File: config.mk
export PLATFORM = sky130hd
export DESIGN_NAME = gpi_uart_rx
export DESIGN_NICKNAME = d
export VERILOG_FILES = /design/src/rtl/gpi_uart_rx_pkg.sv /design/src/rtl/gpi_uart_rx_sync2.sv /design/src/rtl/gpi_uart_rx.sv
export SDC_FILE = /design/constraint.sdc
export NUM_CORES = 1
export LEC_CHECK = 0
export ABC_AREA = 1
export CORE_MARGIN = 2
export CORE_UTILIZATION = 35
export DETAILED_ROUTE_END_ITERATION = 10
export GPL_ROUTABILITY_DRIVEN = 0
export GPL_TIMING_DRIVEN = 0
export PLACE_DENSITY = 0.52
export SYNTH_ARGS = -nofsm -noshare
export SYNTH_HDL_FRONTEND = slang
export SYNTH_SLANG_ARGS = --single-unit
File: constraint.sdc
create_clock -name clock -period 1.5 [get_ports clock]
set_input_delay 0.3 -clock clock [delete_from_list [all_inputs] [get_ports clock]]
set_output_delay 0.3 -clock clock [all_outputs]
set_load 0.02 [all_outputs]
File: src/rtl/gpi_uart_rx_pkg.sv
// Shared types and constants for the GPI UART receiver.
// Frame length depends on the optional GPI_RX_PARITY_EN even-parity feature.
package gpi_uart_rx_pkg;

    typedef enum logic [2:0] {
        IDLE   = 3'd0,
        START  = 3'd1,
        DATA   = 3'd2,
        PARITY = 3'd3,
        STOP   = 3'd4
    } rx_state_t;

    localparam int DEF_CLKS_PER_BIT = 16;
    localparam int DATA_BITS        = 8;
    localparam int CNT_W            = 10;
`ifdef GPI_RX_PARITY_EN
    localparam int FRAME_BITS       = 11;
`else
    localparam int FRAME_BITS       = 10;
`endif

    // Even parity holds when data plus parity bit carry an even number of ones.
    function automatic logic even_parity_ok(input logic [7:0] data, input logic par);
        even_parity_ok = ~(^{data, par});
    endfunction

endpackage

File: src/rtl/gpi_uart_rx_sync2.sv
// Two-flop synchronizer for the asynchronous serial line.
// Both flops reset to 1 so an idle (high) line shows no edge after reset.
module sync2 (
    input  logic clock,
    input  logic reset,
    input  logic d,
    output logic q
);

    logic meta_r;

    // Double-register the asynchronous input.
    always_ff @(posedge clock or negedge reset) begin
        if (!reset) begin
            meta_r <= 1'b1;
            q      <= 1'b1;
        end else begin
            meta_r <= d;
            q      <= meta_r;
        end
    end

endmodule

File: src/rtl/gpi_uart_rx.sv
// UART receiver (8N1, or 8E1 when GPI_RX_PARITY_EN is defined) feeding the CPU gpi port.
// gpi holds the last good byte; gpi_we strobes one cycle when it changes.
module gpi_uart_rx
    import gpi_uart_rx_pkg::*;
#(
    parameter int CLKS_PER_BIT = DEF_CLKS_PER_BIT
) (
    input  logic       clock,
    input  logic       reset,
    input  logic       rxd,
    output logic [7:0] gpi,
    output logic       gpi_we,
    output logic       frame_err
`ifdef GPI_RX_PARITY_EN
    ,
    output logic       parity_err
`endif
);

    localparam logic [CNT_W-1:0] HALF_M1 = CNT_W'(CLKS_PER_BIT / 2 - 1);
    localparam logic [CNT_W-1:0] FULL_M1 = CNT_W'(CLKS_PER_BIT - 1);
    localparam logic [CNT_W-1:0] CNT_ZERO = {CNT_W{1'b0}};

    rx_state_t        state_r, state_nx_s;
    logic             rxs_s, rxs_prev_r, fall_s, mid_s, full_s;
    logic [CNT_W-1:0] cnt_r, cnt_nx_s;
    logic [2:0]       idx_r;
    logic [7:0]       shift_r;
    logic             bit_smp_s, stop_smp_s, good_s, par_ok_s;
`ifdef GPI_RX_PARITY_EN
    logic             par_smp_s, par_bit_r;
`endif

    sync2 u_sync2 (
        .clock (clock),
        .reset (reset),
        .d     (rxd),
        .q     (rxs_s)
    );

    assign fall_s = rxs_prev_r & ~rxs_s;
    assign mid_s  = (cnt_r == HALF_M1);
    assign full_s = (cnt_r == FULL_M1);
`ifdef GPI_RX_PARITY_EN
    assign par_ok_s = even_parity_ok(shift_r, par_bit_r);
`else
    assign par_ok_s = 1'b1;
`endif
    assign good_s = stop_smp_s & rxs_s & par_ok_s;

    // State register.
    always_ff @(posedge clock or negedge reset) begin
        if (!reset) begin
            state_r <= IDLE;
        end else begin
            state_r <= state_nx_s;
        end
    end

    // Next-state logic.
    always_comb begin
        state_nx_s = state_r;
        case (state_r)
            IDLE: begin
                if (fall_s) state_nx_s = START;
                else        state_nx_s = IDLE;
            end
            START: begin
                if (mid_s) state_nx_s = rxs_s ? IDLE : DATA;
                else       state_nx_s = START;
            end
            DATA: begin
`ifdef GPI_RX_PARITY_EN
                if (full_s && idx_r == 3'd7) state_nx_s = PARITY;
`else
                if (full_s && idx_r == 3'd7) state_nx_s = STOP;
`endif
                else                         state_nx_s = DATA;
            end
`ifdef GPI_RX_PARITY_EN
            PARITY: begin
                if (full_s) state_nx_s = STOP;
                else        state_nx_s = PARITY;
            end
`endif
            STOP: begin
                if (full_s) state_nx_s = IDLE;
                else        state_nx_s = STOP;
            end
            default: state_nx_s = IDLE;
        endcase
    end

    // Bit-timing counter and sample-strobe decode.
    always_comb begin
        cnt_nx_s   = cnt_r + CNT_W'(1);
        bit_smp_s  = 1'b0;
        stop_smp_s = 1'b0;
`ifdef GPI_RX_PARITY_EN
        par_smp_s  = 1'b0;
`endif
        case (state_r)
            IDLE: cnt_nx_s = CNT_ZERO;
            START: begin
                if (mid_s) cnt_nx_s = CNT_ZERO;
                else       cnt_nx_s = cnt_r + CNT_W'(1);
            end
            DATA: begin
                if (full_s) begin
                    cnt_nx_s  = CNT_ZERO;
                    bit_smp_s = 1'b1;
                end else begin
                    bit_smp_s = 1'b0;
                end
            end
`ifdef GPI_RX_PARITY_EN
            PARITY: begin
                if (full_s) begin
                    cnt_nx_s  = CNT_ZERO;
                    par_smp_s = 1'b1;
                end else begin
                    par_smp_s = 1'b0;
                end
            end
`endif
            STOP: begin
                if (full_s) begin
                    cnt_nx_s   = CNT_ZERO;
                    stop_smp_s = 1'b1;
                end else begin
                    stop_smp_s = 1'b0;
                end
            end
            default: cnt_nx_s = CNT_ZERO;
        endcase
    end

    // Datapath and registered outputs.
    always_ff @(posedge clock or negedge reset) begin
        if (!reset) begin
            rxs_prev_r <= 1'b1;
            cnt_r      <= CNT_ZERO;
            idx_r      <= 3'd0;
            shift_r    <= 8'h00;
            gpi        <= 8'h00;
            gpi_we     <= 1'b0;
            frame_err  <= 1'b0;
`ifdef GPI_RX_PARITY_EN
            par_bit_r  <= 1'b0;
            parity_err <= 1'b0;
`endif
        end else begin
            rxs_prev_r <= rxs_s;
            cnt_r      <= cnt_nx_s;
            gpi_we     <= good_s;
            if (state_r == START) idx_r <= 3'd0;
            else if (bit_smp_s)   idx_r <= idx_r + 3'd1;
            if (bit_smp_s)  shift_r   <= {rxs_s, shift_r[7:1]};
            if (good_s)     gpi       <= shift_r;
            if (stop_smp_s) frame_err <= ~rxs_s;
`ifdef GPI_RX_PARITY_EN
            if (par_smp_s)  par_bit_r  <= rxs_s;
            if (stop_smp_s) parity_err <= rxs_s & ~par_ok_s;
`endif
        end
    end

endmodule

==> impl_metrics.toml <==
[run_status]
status = "completed"

[layout]
multi_input_area_sq_um = 731
fin_nets = 233
fillerInstances = 486
sequential_cell_area_sq_um = 930
area_delta_synth_final_pct = 20.6
num_antenna_cells = 0
drive_above_1_share = 0.171
layout.core_utilization = 0.441

[sta]
tightestPinTransition_ps = 836
final.setup.tns_ps = 0
max_slew_headroom = 0.442
hold_viol_final = 0
rsz0062_at_grt = "true"
number_of_setup_violations_in_the_final_report = 0
report.final.slew_viol_count = 0
layout_setup_ws_ps = 66.3
skew_ps = 2.09
min_period_ps = 1430
min_period_over_period = 0.956
max_freq_ghz = 0.698

[detailed_routing]
totalWireLength_mm = 3.62
firstDrtPassIters = 4
drt_drc_violations_left = 0
route.vias.total = 1327
route.detailed.vias_per_inst = 4.50
detailedRoute.firstIterationViolations = 49
ant_nets = 0
wl_per_instance_microns = 12.3

[setup_path]
worst-r2r-setup-slack_ps = 70
timing_worst_setup_path_type = "register to register"
critPathMaxFanout = 10
cp_endpoint_kind = "register"
timing.reg2reg.worst_path_depth = 8
worst_setup_path_endpoint = "idx_r[1]"
arrival_ps = 1620
critical_path.reg2reg.startpoint = "cnt_r[0]"
critical_path.reg2reg.endpoint = "idx_r[1]"
worstPathRequired_ps = 1680
critical_path.startpoint_type = "register"
cp-startpoint = "cnt_r[0]"

[run]
cap_viol_max_count = 0

[synth]
ys_dominant_reg_cell = "sky130_fd_sc_hd__dfrtp_1"
synth_sequential_area_ratio = 0.531
synth.most_common_cell = "sky130_fd_sc_hd__nand2_1"
ys_types = 27
most_common_library_cells_after_synthesis = "sky130_fd_sc_hd__nand2_1, sky130_fd_sc_hd__dfrtp_1, sky130_fd_sc_hd__inv_1"
synth_enable_flop_cells = 0
number_of_register_bits_inferred_by_synthesis = 37
synthDominantAreaCellType = "sky130_fd_sc_hd__dfrtp_1"
synth_top_cells_by_area = "sky130_fd_sc_hd__dfrtp_1, sky130_fd_sc_hd__nand2_1, sky130_fd_sc_hd__dfstp_2"
synth_async_sr_flop_share = 1.00
postSynthNetCount = 210
syn-instance-count = 204
synth.avg_cell_area_sq_um = 8.59
ys.warnings.count = 0
post-synth-top-area-fraction = 0.486
synth_area_sq_um = 1750

[worst_hold_path]
hold_wc_path_type = "input pin to async pin"

[cts]
cts_htree_levels = 2
clockBufferDepth = 2
cts_tree = "done"
clockRootBuffer = "sky130_fd_sc_hd__clkbuf_8"
cts_hold_repair.buffers = 0
numClockSinks = 37
clk_slew_on_worst_s_h_paths_ps = 80
cts_buffers = 5
worst_skew_late_latency_ps = 290

[power]
total_leakage_power_nw = 1.18
design_power_w = 0.00247
p_per_cell_area_nw_per_um2 = 1170
vdd_ir_drop_max_uv = 493

[placement]
detailed_place_hpwl_mm = 2.52
dp_slack_ps = 13.8
port_buffers = 12

[grt]
grt_antenna_before_repair = 0
grt.overflow.total = 0
wire_length_of_the_first_global_routing_pass_mm = 6.13
maximum_number_of_pins_on_one_net_before_global_route_repair = 38
first_global_vias = 1348
global_route.usage.total = 0.146

[floorplan]
std_cell_rows = 25
initial_utilization = 0.366
die-area_sq_um = 5590
die_width_microns = 74.7
num_io_pins = 13
die_h_microns = 74.7
core_sq_um = 4790
[critical path, stage by stage, from the launching register on]
cell,delay [ps]
sky130_fd_sc_hd__dfrtp_1,410
sky130_fd_sc_hd__ha_4,170
sky130_fd_sc_hd__nand2_4,80
sky130_fd_sc_hd__nor2_4,170
sky130_fd_sc_hd__buf_4,140
sky130_fd_sc_hd__nand3_4,90
sky130_fd_sc_hd__buf_6,150
sky130_fd_sc_hd__nand3_1,60
sky130_fd_sc_hd__nand2_1,60
[layer usage]
layer	global-route usage	part of all wire	vias to the layer above	wire length, microns
met5	0	0	-	0
met4	0.0536	0.012	0	42
met3	0.0361	0.024	5	87
met2	0.232	0.47	12	1720
met1	0.195	0.49	615	1780
li1	-	-	695	-
[layout by cell type (no fill, tap or decap), drive strengths merged]
cell type / netlist / final
xor2: 1 / 1
nand3: 17 / 17
clkinv: 1 / 1
a21oi: 4 / 4
clkbuf: 1 / 7
dfrtp: 34 / 34
clkinvlp: 0 / 1
bufinv: 0 / 1
clkdlybuf4s50: 0 / 1
o21bai: 1 / 1
inv: 21 / 21
ha: 3 / 3
o21ai: 4 / 4
nor3: 3 / 3
nand2: 78 / 78
dlygate4sd2: 0 / 10
buf: 3 / 8
nand4: 13 / 13
dfstp: 3 / 3
nor2: 17 / 17
[kinds of logic after synthesis]
family,Yosys count,synth area share
and+or+nand+nor,128,0.349
DFF,37,0.531
AOI/OAI and AO/OA,9,0.0293
adders and majority gates,3,0.0214
buffers and inverters,26,0.0650
xor gates and xnor gates,1,0.00500
[registers in the layout (all words and copies together), names as in the netlist]
signal          flops
u_sync2.q           1
rxs_prev_r          1
shift_r             8
u_sync2.meta_r      1
gpi_we              1
gpi                 8
idx_r               3
state_r             3
cnt_r              10
frame_err           1
[stage by stage]
| stage | hold slack (ps) | area [sq um] | instances |
|---|---|---|---|
| 2_1_floorplan | 4.41 | 1750 | 204 |
| 3_3_place_gp | 346 | 1960 | 283 |
| 3_5_place_dp | 347 | 1950 | 283 |
| 4_1_cts | 146 | 2060 | 291 |
| 5_1_grt | 186 | 2110 | 295 |
| 6_report | 107 | 2110 | 295 |
[cell type report]
| type | instances | area share |
|---|---|---|
| buffer | 4 | 0.0160 |
| clock buffer | 6 | 0.0391 |
| clock inverter | 2 | 0.0178 |
| inverter | 22 | 0.0397 |
| multi-input combinational | 141 | 0.346 |
| sequential | 37 | 0.440 |
| tap | 67 | 0.0397 |
| timing repair buffer | 16 | 0.0616 |
[power breakdown]
group	total (W)	leakage [nW]	switching [W]	internal [W]
Sequential	0.00113	0.499	0.0000681	0.00107
Combinational	0.000419	0.621	0.000264	0.000154
Clock	0.000914	0.0574	0.000373	0.000541
Total	0.00247	1.18	0.000706	0.00176
[worst min-delay path by stage]
stage	start	end	slack (ps)	depth (start not counted)
after floorplan	reset	cnt_r[0]	4	0
after global placement	u_sync2.meta_r	u_sync2.q	350	0
after detailed placement	u_sync2.meta_r	u_sync2.q	350	0
after CTS	reset	frame_err	150	1
after global routing	reset	cnt_r[9]	190	1
final	reset	cnt_r[9]	110	1
[what timing repair did]
item	in CTS	in global routing
hold endpoints to repair	0	0
pin swaps	0	4
setup endpoints to repair	10	15
gates cloned	0	1
gates resized for setup	10	5
buffers inserted	0	3
Note: power is estimated with default switching activity, not from simulation.
